**src/rtl/fpu_round_if.sv**
```systemverilog
// rtl/fpu_round_if.sv - operand/result bundle for the binary64 rounding stage
//
// Groups the pipeline-advance control, the pre-rounded operand bundle from the
// adder stage and the packed result/flags of fpu_round.
//   enable        pipeline advance; every register holds while low
//   in_valid      qualifies the operand bundle this cycle
//   rmode         00 nearest-even, 01 toward zero, 10 toward +inf, 11 toward -inf
//   sign          result sign
//   sum_2         {0, hidden, fraction[51:0], guard, round}
//   exponent_2    biased exponent (2047 = already overflowed)
//   shift_inexact sticky of bits lost during alignment
//   out           packed result {sign, exp[10:0], frac[51:0]}
//   out_valid     out and flags valid
//   inexact       result differs from exact value
//   overflow      result exceeded max finite
// master: producer/consumer side; slave: the rounding stage.

interface fpu_round_if;
    logic        enable;
    logic        in_valid;
    logic [1:0]  rmode;
    logic        sign;
    logic [55:0] sum_2;
    logic [10:0] exponent_2;
    logic        shift_inexact;
    logic [63:0] out;
    logic        out_valid;
    logic        inexact;
    logic        overflow;

    modport master (
        output enable, in_valid, rmode, sign, sum_2, exponent_2, shift_inexact,
        input  out, out_valid, inexact, overflow
    );

    modport slave (
        input  enable, in_valid, rmode, sign, sum_2, exponent_2, shift_inexact,
        output out, out_valid, inexact, overflow
    );
endinterface

```
**src/rtl/fpu_round.sv**
```systemverilog
// rtl/fpu_round.sv - 3-stage binary64 rounding and packing pipeline
//
// Ports:
//   clk  clock
//   rst  synchronous active-high reset, takes priority over enable
//   bus  fpu_round_if.slave (operand bundle in, packed result and flags out)
// Stage 1 captures the operand and decides the rounding increment, stage 2
// applies it (carry-out and denormal promotion), stage 3 saturates on
// exponent overflow according to the mode and packs the result.

module fpu_round (
    input  logic         clk,
    input  logic         rst,
    fpu_round_if.slave   bus
);

    localparam logic [1:0]  RM_RNE = 2'b00;
    localparam logic [1:0]  RM_RTZ = 2'b01;
    localparam logic [1:0]  RM_RUP = 2'b10;
    localparam logic [1:0]  RM_RDN = 2'b11;

    localparam logic [10:0] EXP_INF  = 11'h7FF;
    localparam logic [10:0] EXP_MAX  = 11'h7FE;
    localparam logic [51:0] FRAC_MAX = {52{1'b1}};

    // ------------------------------------------------------------------
    // Stage 1: capture and rounding decision
    // ------------------------------------------------------------------
    logic        lsb_in;
    logic        guard_in;
    logic        sticky_in;
    logic        round_up_in;

    assign lsb_in    = bus.sum_2[2];
    assign guard_in  = bus.sum_2[1];
    assign sticky_in = bus.sum_2[0] | bus.shift_inexact;

    always_comb begin
        round_up_in = 1'b0;
        unique case (bus.rmode)
            RM_RNE:  round_up_in = guard_in & (sticky_in | lsb_in);
            RM_RTZ:  round_up_in = 1'b0;
            RM_RUP:  round_up_in = (guard_in | sticky_in) & ~bus.sign;
            RM_RDN:  round_up_in = (guard_in | sticky_in) & bus.sign;
            default: round_up_in = 1'b0;
        endcase
    end

    logic        s1_valid_q,    s1_valid_d;
    logic        s1_sign_q,     s1_sign_d;
    logic [1:0]  s1_rmode_q,    s1_rmode_d;
    logic [52:0] s1_mant_q,     s1_mant_d;
    logic [10:0] s1_exp_q,      s1_exp_d;
    logic        s1_round_up_q, s1_round_up_d;
    logic        s1_inexact_q,  s1_inexact_d;

    always_comb begin
        s1_valid_d    = s1_valid_q;
        s1_sign_d     = s1_sign_q;
        s1_rmode_d    = s1_rmode_q;
        s1_mant_d     = s1_mant_q;
        s1_exp_d      = s1_exp_q;
        s1_round_up_d = s1_round_up_q;
        s1_inexact_d  = s1_inexact_q;
        if (bus.enable) begin
            s1_valid_d    = bus.in_valid;
            s1_sign_d     = bus.sign;
            s1_rmode_d    = bus.rmode;
            s1_mant_d     = bus.sum_2[54:2];
            s1_exp_d      = bus.exponent_2;
            s1_round_up_d = round_up_in;
            s1_inexact_d  = guard_in | sticky_in;
        end
    end

    always_ff @(posedge clk) begin
        if (rst) begin
            s1_valid_q    <= 1'b0;
            s1_sign_q     <= 1'b0;
            s1_rmode_q    <= 2'b00;
            s1_mant_q     <= '0;
            s1_exp_q      <= '0;
            s1_round_up_q <= 1'b0;
            s1_inexact_q  <= 1'b0;
        end else begin
            s1_valid_q    <= s1_valid_d;
            s1_sign_q     <= s1_sign_d;
            s1_rmode_q    <= s1_rmode_d;
            s1_mant_q     <= s1_mant_d;
            s1_exp_q      <= s1_exp_d;
            s1_round_up_q <= s1_round_up_d;
            s1_inexact_q  <= s1_inexact_d;
        end
    end

    // ------------------------------------------------------------------
    // Stage 2: increment, carry-out renormalisation, denormal promotion
    // ------------------------------------------------------------------
    logic [53:0] m_inc;
    logic [11:0] exp_rnd;
    logic [51:0] frac_rnd;

    assign m_inc = {1'b0, s1_mant_q} + {53'd0, s1_round_up_q};

    always_comb begin
        exp_rnd  = {1'b0, s1_exp_q};
        frac_rnd = m_inc[51:0];
        if (m_inc[53]) begin
            // 1.111..1 + ulp = 10.000..0: fraction clears, exponent bumps.
            // 12 bits so that 2046 + 1 and 2047 + 1 are both seen as overflow.
            exp_rnd  = {1'b0, s1_exp_q} + 12'd1;
            frac_rnd = '0;
        end else if (s1_exp_q == 11'd0 && m_inc[52]) begin
            // Largest denormal rounded up into the smallest normal.
            exp_rnd  = 12'd1;
        end
    end

    logic        s2_valid_q,   s2_valid_d;
    logic        s2_sign_q,    s2_sign_d;
    logic [1:0]  s2_rmode_q,   s2_rmode_d;
    logic [11:0] s2_exp_q,     s2_exp_d;
    logic [51:0] s2_frac_q,    s2_frac_d;
    logic        s2_inexact_q, s2_inexact_d;

    always_comb begin
        s2_valid_d   = s2_valid_q;
        s2_sign_d    = s2_sign_q;
        s2_rmode_d   = s2_rmode_q;
        s2_exp_d     = s2_exp_q;
        s2_frac_d    = s2_frac_q;
        s2_inexact_d = s2_inexact_q;
        if (bus.enable) begin
            s2_valid_d   = s1_valid_q;
            s2_sign_d    = s1_sign_q;
            s2_rmode_d   = s1_rmode_q;
            s2_exp_d     = exp_rnd;
            s2_frac_d    = frac_rnd;
            s2_inexact_d = s1_inexact_q;
        end
    end

    always_ff @(posedge clk) begin
        if (rst) begin
            s2_valid_q   <= 1'b0;
            s2_sign_q    <= 1'b0;
            s2_rmode_q   <= 2'b00;
            s2_exp_q     <= '0;
            s2_frac_q    <= '0;
            s2_inexact_q <= 1'b0;
        end else begin
            s2_valid_q   <= s2_valid_d;
            s2_sign_q    <= s2_sign_d;
            s2_rmode_q   <= s2_rmode_d;
            s2_exp_q     <= s2_exp_d;
            s2_frac_q    <= s2_frac_d;
            s2_inexact_q <= s2_inexact_d;
        end
    end

    // ------------------------------------------------------------------
    // Stage 3: overflow saturation and packing
    // ------------------------------------------------------------------
    logic        exp_ovf;
    logic [63:0] packed_res;
    logic [63:0] inf_res;
    logic [63:0] max_res;

    assign exp_ovf = (s2_exp_q >= 12'd2047);
    assign inf_res = {s2_sign_q, EXP_INF, 52'd0};
    assign max_res = {s2_sign_q, EXP_MAX, FRAC_MAX};

    always_comb begin
        packed_res = {s2_sign_q, s2_exp_q[10:0], s2_frac_q};
        if (exp_ovf) begin
            // Round toward infinity only when the mode points away from zero
            // for this sign; otherwise clamp at the largest finite magnitude.
            unique case (s2_rmode_q)
                RM_RNE:  packed_res = inf_res;
                RM_RTZ:  packed_res = max_res;
                RM_RUP:  packed_res = s2_sign_q ? max_res : inf_res;
                RM_RDN:  packed_res = s2_sign_q ? inf_res : max_res;
                default: packed_res = inf_res;
            endcase
        end
    end

    logic [63:0] out_q,       out_d;
    logic        out_valid_q, out_valid_d;
    logic        inexact_q,   inexact_d;
    logic        overflow_q,  overflow_d;

    always_comb begin
        out_d       = out_q;
        out_valid_d = out_valid_q;
        inexact_d   = inexact_q;
        overflow_d  = overflow_q;
        if (bus.enable) begin
            out_d       = packed_res;
            out_valid_d = s2_valid_q;
            inexact_d   = s2_inexact_q | exp_ovf;
            overflow_d  = exp_ovf;
        end
    end

    always_ff @(posedge clk) begin
        if (rst) begin
            out_q       <= '0;
            out_valid_q <= 1'b0;
            inexact_q   <= 1'b0;
            overflow_q  <= 1'b0;
        end else begin
            out_q       <= out_d;
            out_valid_q <= out_valid_d;
            inexact_q   <= inexact_d;
            overflow_q  <= overflow_d;
        end
    end

    assign bus.out       = out_q;
    assign bus.out_valid = out_valid_q;
    assign bus.inexact   = inexact_q;
    assign bus.overflow  = overflow_q;

endmodule

```
**src/flat_wrapper.sv**
```systemverilog
// flat-port wrapper written by rule: the top's interface ports become plain ports
module fpu_round_flat 
  (clk, rst, bus_enable, bus_in_valid, bus_rmode, bus_sign, bus_sum_2, bus_exponent_2, bus_shift_inexact, bus_out, bus_out_valid, bus_inexact, bus_overflow);
  fpu_round_if bus_i ();
  input  logic clk;
  input  logic rst;
  input wire logic [$bits(bus_i.enable)-1:0] bus_enable;
  input wire logic [$bits(bus_i.in_valid)-1:0] bus_in_valid;
  input wire logic [$bits(bus_i.rmode)-1:0] bus_rmode;
  input wire logic [$bits(bus_i.sign)-1:0] bus_sign;
  input wire logic [$bits(bus_i.sum_2)-1:0] bus_sum_2;
  input wire logic [$bits(bus_i.exponent_2)-1:0] bus_exponent_2;
  input wire logic [$bits(bus_i.shift_inexact)-1:0] bus_shift_inexact;
  output wire logic [$bits(bus_i.out)-1:0] bus_out;
  output wire logic [$bits(bus_i.out_valid)-1:0] bus_out_valid;
  output wire logic [$bits(bus_i.inexact)-1:0] bus_inexact;
  output wire logic [$bits(bus_i.overflow)-1:0] bus_overflow;
  assign bus_i.enable = bus_enable;
  assign bus_i.in_valid = bus_in_valid;
  assign bus_i.rmode = bus_rmode;
  assign bus_i.sign = bus_sign;
  assign bus_i.sum_2 = bus_sum_2;
  assign bus_i.exponent_2 = bus_exponent_2;
  assign bus_i.shift_inexact = bus_shift_inexact;
  assign bus_out = bus_i.out;
  assign bus_out_valid = bus_i.out_valid;
  assign bus_inexact = bus_i.inexact;
  assign bus_overflow = bus_i.overflow;
  fpu_round u_core (.clk(clk), .rst(rst), .bus(bus_i));
endmodule
```
**config.mk**
```make
export PLATFORM = sky130hd
export DESIGN_NAME = fpu_round_flat
export DESIGN_NICKNAME = d
export VERILOG_FILES = /design/src/rtl/fpu_round_if.sv /design/src/rtl/fpu_round.sv /design/src/flat_wrapper.sv
export SDC_FILE = /design/constraint.sdc
export NUM_CORES = 1
export LEC_CHECK = 0
export BUFFER_PORTS_ARGS = -buffer_cell sky130_fd_sc_hd__buf_2
export CAP_MARGIN = 20
export CORE_ASPECT_RATIO = 1.2
export CORE_MARGIN = 1.5
export CORE_UTILIZATION = 25
export DETAILED_ROUTE_END_ITERATION = 10
export PLACE_DENSITY = 0.48
export SLEW_MARGIN = 20
export SYNTH_ARGS = -nofsm -noshare
export SYNTH_HDL_FRONTEND = slang
export SYNTH_SLANG_ARGS = --single-unit
```
**constraint.sdc**
```tcl
create_clock -name clk -period 3.1 [get_ports clk]
set_clock_uncertainty 0.15 [all_clocks]
set_input_delay 0.62 -clock clk [delete_from_list [all_inputs] [get_ports clk]]
set_output_delay 0.62 -clock clk [all_outputs]
set_load 0.05 [all_outputs]
```
==> flow_metrics.py, run 1 <==
metrics = {
    "grt": {
        "grt_max_degree": 95,
        "track_usage_pct": 13.4,
        "grt_pass1_wl_um": 39000,
        "grt_pass1_vias": 7082,
        "grt.overflow.total": 0,
        "grt_antenna_before_repair": 2,
    },
    "cts": {
        "insertion_delay_ps": 530,
        "holdBufCountCts": 0,
        "clock-sinks": 206,
        "clk_pin_slew_ps": 60,
        "root_buffer": "clkbuf_16",
        "cts_resized": 0,
        "ctsLongestPathBuffers": 3,
        "cts_tree": "done",
        "cts_setup_buffers": 0,
        "htreeDepth": 1,
        "cts_buffers": 25,
    },
    "route": {
        "ant_nets": 0,
        "drt_wl_total_um": 24500,
        "wl_per_cell_um": 15.3,
        "drt-initial-drc-count": 370,
        "viasPerCell": 4.59,
        "drc_errors": 0,
        "vias": 7356,
        "drtPass1Iterations": 7,
    },
    "logic_synthesis": {
        "synth_most_common_cell": "dfxtp_1",
        "syn-num-nets": 1086,
        "async_flop_share_pct": 0,
        "mappedNetlistArea_um2": 8680,
        "synth_seq_cells": 206,
        "ys_seq_area_share_pct": 47.5,
        "yosys.area.top_type": "dfxtp_1",
        "synthTopCellsByCount": "206 x dfxtp_1, 189 x nor2_1, 78 x mux2i_1",
        "ys.warnings.count": 0,
        "syn_avg_cell_area_um2": 8.62,
        "synthTopCellsByArea": "dfxtp_1 48%, mux2i_1 9.0%, nor2_1 8.2%, nor3_1 4.2%, a21oi_1 4.1%",
        "synth_ff_type": "dfxtp_1",
        "synth.distinct_cells": 43,
        "syn_inst": 1007,
        "synth_top_area_share_pct": 47.5,
        "synth_edf_count": 0,
    },
    "power": {
        "p_int_mw": 4.81,
        "p_switching_mw": 1.74,
        "switching_share_pct": 26.6,
        "power_frac_seq_pct": 44.6,
        "pwr-share-comb_pct": 10.7,
        "power_density_nw_per_um2": 608,
        "p_clk_share_pct": 44.7,
        "ir_worst_vdd_uv": 385,
        "p_leak_nw": 4.31,
    },
    "hold_path": {
        "min_path_type": "in -> reg",
    },
    "sta": {
        "fin_crit_sh_pct": 87.9,
        "fmax_ghz": 0.367,
        "tns_ps": 0,
        "slew_headroom_pct": 56.5,
        "layout_min_cycle_time_ps": 2730,
        "hold_viol": 0,
        "slew_violations": 0,
        "tightest_slew_ps": 652,
        "setup_viol": 0,
        "rsz0062_at_grt": "no",
    },
    "placement": {
        "io_buffers": 140,
        "gp_congestion": 0.769,
        "hpwlAfterDp_um": 16600,
    },
    "finish": {
        "syn2layout_area_growth_pct": 24.2,
        "diodes": 0,
        "nFillCells": 3694,
        "layout-drive-gt1-share_pct": 18.6,
        "nets": 1208,
        "fin_util_pct": 31.6,
    },
    "die": {
        "rows": 74,
        "die_w_um": 173,
        "die_h_um": 207,
        "die_area_um2": 35800,
        "pin_count": 142,
        "core_um2": 34100,
        "initial_core_util_pct": 25.5,
    },
    "job": {
        "max_cap_violations": 0,
    },
    "worst_setup_path": {
        "crit_path_start_kind": "flop",
        "crit_path_max_fanout": 7,
        "end_kind": "flop",
        "crit_arrival_ps": 3000,
        "crit_type": "reg -> reg",
        "required_ps": 3370,
    },
    "outcome": {
        "status": "complete, no violations",
    },
}
==> path summary, 6_finish.rpt <==
| check | slack [ps] | start | end | depth (start not counted) |
|---|---|---|---|---|
| setup / recovery | 370 | u_core.s1_round_up_q | u_core.s2_exp_q[7] | 7 |
| hold / removal | 180 | bus_sum_2[41] | u_core.s1_mant_q[39] | 3 |
| setup reg to reg | 370 | u_core.s1_round_up_q | u_core.s2_exp_q[7] | 7 |
| hold reg to reg | 300 | u_core.s2_frac_q[26] | u_core.s2_frac_q[26] | 2 |
==> metal layers <==
layer	GRT usage, %	vias up	share of wire (%)
li1	-	3762	-
met1	17.2	3388	46
met2	23.0	164	47
met3	2.35	38	5.1
met4	3.45	4	1.8
met5	0	-	0.069
==> metrics by stage <==
stage / std cells / worst slack, ps / power (mW) / instance area, um2 / hold WS (ps)
6_report: 1604 / 374 / 6.55 / 10800 / 182
5_1_grt: 1604 / 92.7 / 6.83 / 10800 / 184
4_1_cts: 1604 / 296 / 6.65 / 10800 / 153
3_5_place_dp: 1558 / 314 / 3.69 / 9940 / 294
3_3_place_gp: 1558 / 343 / 3.68 / 9940 / 289
2_1_floorplan: 1007 / 788 / 3.46 / 8680 / 275
==> power by group through the flow <==
stage	Combinational [mW]	Clock, mW	Sequential, mW
3_3_place_gp	0.709	0	2.97
3_5_place_dp	0.714	0	2.98
5_1_grt	0.772	3.12	2.94
4_1_cts	0.717	3.02	2.92
6_report	0.702	2.93	2.92
2_1_floorplan	0.341	0	3.12
==> state kept, by name (all words and copies together) (netlist names), 2 cells and up <==
register	flops
u_core.s2_exp_q	12
u_core.s2_frac_q	52
u_core.s1_exp_q	11
u_core.bus.out	64
u_core.s1_rmode_q	2
u_core.s1_mant_q	53
u_core.s2_rmode_q	2
==> cell families after synthesis <==
logic type	Yosys count	share of synthesized area (%)
flops	206	47.5
mux	78	9.00
xor+xnor	56	5.65
compound gates	139	9.47
fa+ha+maj	4	0.577
buf+inv	81	3.65
simple gates	443	24.1
==> placed cells by master, fill, tap and decap left out, types with 25 or more instances in the layout <==
cell	instances
a211oi_1	27
a21oi_1	71
buf_2	138
clkbuf_16	25
dfxtp_1	206
mux2i_1	78
nand2_1	63
nand3_1	37
nor2_1	189
nor3_1	72
xnor2_1	31
xor2_1	25
==> cell type report <==
cell class,instances,area [um2],share of cell area [%]
sequential,206,4120,38.3
inverter,16,60.1,0.557
tap,456,571,5.30
timing repair buffer,160,917,8.51
clock inverter,12,125,1.16
clock buffer,34,709,6.59
multi-input combinational,720,4270,39.6
==> critical path, cell delays in order (launching register included) <==
cell      delay (ps)
dfxtp_1          340
ha_1             220
nand4_1          200
nor3_1           450
and3_1           500
nand4_1          160
or3_1            370
a311oi_1         250
(Power assumes the default switching activity.)
==> inputs of run 2 (changes only) <==
RECOVER_POWER = 50   (was unset)
==> flow_metrics.py, run 2 (same netlist as run 1, synthesis figures left out) <==
metrics = {
    "hold_path": {
        "min_path_type": "in -> reg",
    },
    "power": {
        "power_frac_seq_pct": 44.7,
        "pwr-share-comb_pct": 10.6,
        "p_int_mw": 4.80,
        "power_density_nw_per_um2": 611,
        "p_leak_nw": 4.13,
        "ir_worst_vdd_uv": 384,
        "switching_share_pct": 26.6,
        "p_switching_mw": 1.74,
        "p_clk_share_pct": 44.8,
    },
    "sta": {
        "tns_ps": 0,
        "layout_min_cycle_time_ps": 2820,
        "setup_viol": 0,
        "rsz0062_at_grt": "no",
        "tightest_slew_ps": 1700,
        "fmax_ghz": 0.354,
        "slew_headroom_pct": -13.1,
        "hold_viol": 0,
        "slew_violations": 79,
        "fin_crit_sh_pct": 91.0,
    },
    "outcome": {
        "status": "complete, but fails checks",
        "violations": "capacitance limit, slew limit",
    },
    "die": {
        "initial_core_util_pct": 25.5,
        "die_area_um2": 35800,
        "die_h_um": 207,
        "die_w_um": 173,
        "core_um2": 34100,
        "rows": 74,
        "pin_count": 142,
    },
    "finish": {
        "syn2layout_area_growth_pct": 23.3,
        "nets": 1208,
        "largest_register_ffs": 64,
        "layout-drive-gt1-share_pct": 14.9,
        "diodes": 0,
        "final_common_cell": "dfxtp_1",
        "final_cell_mix": "206 x dfxtp_1, 189 x nor2_1, 95 x buf_2",
        "fin_area_um2": 10700,
    },
    "worst_setup_path": {
        "crit_path_max_fanout": 78,
        "crit_arrival_ps": 3040,
        "required_ps": 3310,
        "crit_type": "in -> reg",
        "crit_path_start_kind": "primary input",
        "end_kind": "flop",
    },
    "cts": {
        "cts_resized": 0,
        "cts_buffers": 25,
        "clk_pin_slew_ps": 60,
        "holdBufCountCts": 0,
        "clock-sinks": 206,
        "cts_tree": "done",
        "htreeDepth": 1,
        "ctsLongestPathBuffers": 3,
        "cts_setup_buffers": 0,
        "root_buffer": "clkbuf_16",
        "insertion_delay_ps": 520,
    },
    "route": {
        "drtPass1Iterations": 4,
        "viasPerCell": 4.56,
        "drc_errors": 0,
        "drt-initial-drc-count": 343,
        "vias": 7322,
        "ant_nets": 0,
        "wl_per_cell_um": 15.3,
        "drt_wl_total_um": 24600,
    },
    "grt": {
        "grt_antenna_before_repair": 2,
        "track_usage_pct": 13.4,
        "met2_usage_pct": 23.0,
        "grt_max_degree": 95,
        "busiest_layer": "met2",
        "grt_use_met1_pct": 17.2,
        "grt_pass1_vias": 7082,
        "grtUsageMet3_pct": 2.35,
        "grt.overflow.total": 0,
        "grt_pass1_wl_um": 39000,
    },
    "job": {
        "max_cap_violations": 1,
    },
    "placement": {
        "gp_congestion": 0.769,
        "hpwlAfterDp_um": 16600,
        "dpl_cell_area_um2": 9940,
        "io_buffers": 140,
    },
}
run 2: per-stage QoR:
stage	hold slack [ps]	setup slack (ps)	power, mW	cells	util, %
after floorplan	275	788	3.46	1007	-
final	183	278	6.54	1604	31.4
after CTS	153	296	6.65	1604	31.6
after global placement	289	343	3.68	1558	29.2
after detailed placement	294	314	3.69	1558	29.2
after global routing	184	63.1	6.82	1604	31.4
run 2: final timing paths:
check                       startpoint                   end  slack (ps)  cells after the start
setup / recovery                   rst    u_core.bus.out[37]         280                      3
hold / removal           bus_sum_2[41]  u_core.s1_mant_q[39]         180                      3
setup reg to reg  u_core.s1_round_up_q    u_core.s2_exp_q[7]         350                      7
hold reg to reg   u_core.s2_frac_q[26]  u_core.s2_frac_q[26]         300                      2
run 2: per-layer routing:
metal / vias up / part of all wire, %
li1: 3756 / -
met1: 3381 / 46
met2: 148 / 47
met3: 33 / 4.7
met4: 4 / 1.8
met5: - / 0.069
run 2: final cells by class:
class	count	area, um2
repair buffers	160	842
multi-input cells	720	4270
inverters	16	60.1
clock buffers	34	709
clock inverters	12	125
flip-flops and latches	206	4120
well taps	456	571
fillers	3710	23400
run 2: critical path, stage by stage:
cell,delay (ps)
clkbuf_2,1150
clkbuf_4,1000
nor3_1,140
run 2: power by group through the flow:
stage	clock [mW]	sequential, mW	combinational [mW]
final	2.93	2.92	0.692
after global routing	3.12	2.94	0.761
after CTS	3.02	2.92	0.717
after detailed placement	0	2.98	0.714
after global placement	0	2.97	0.709
after floorplan	0	3.12	0.341
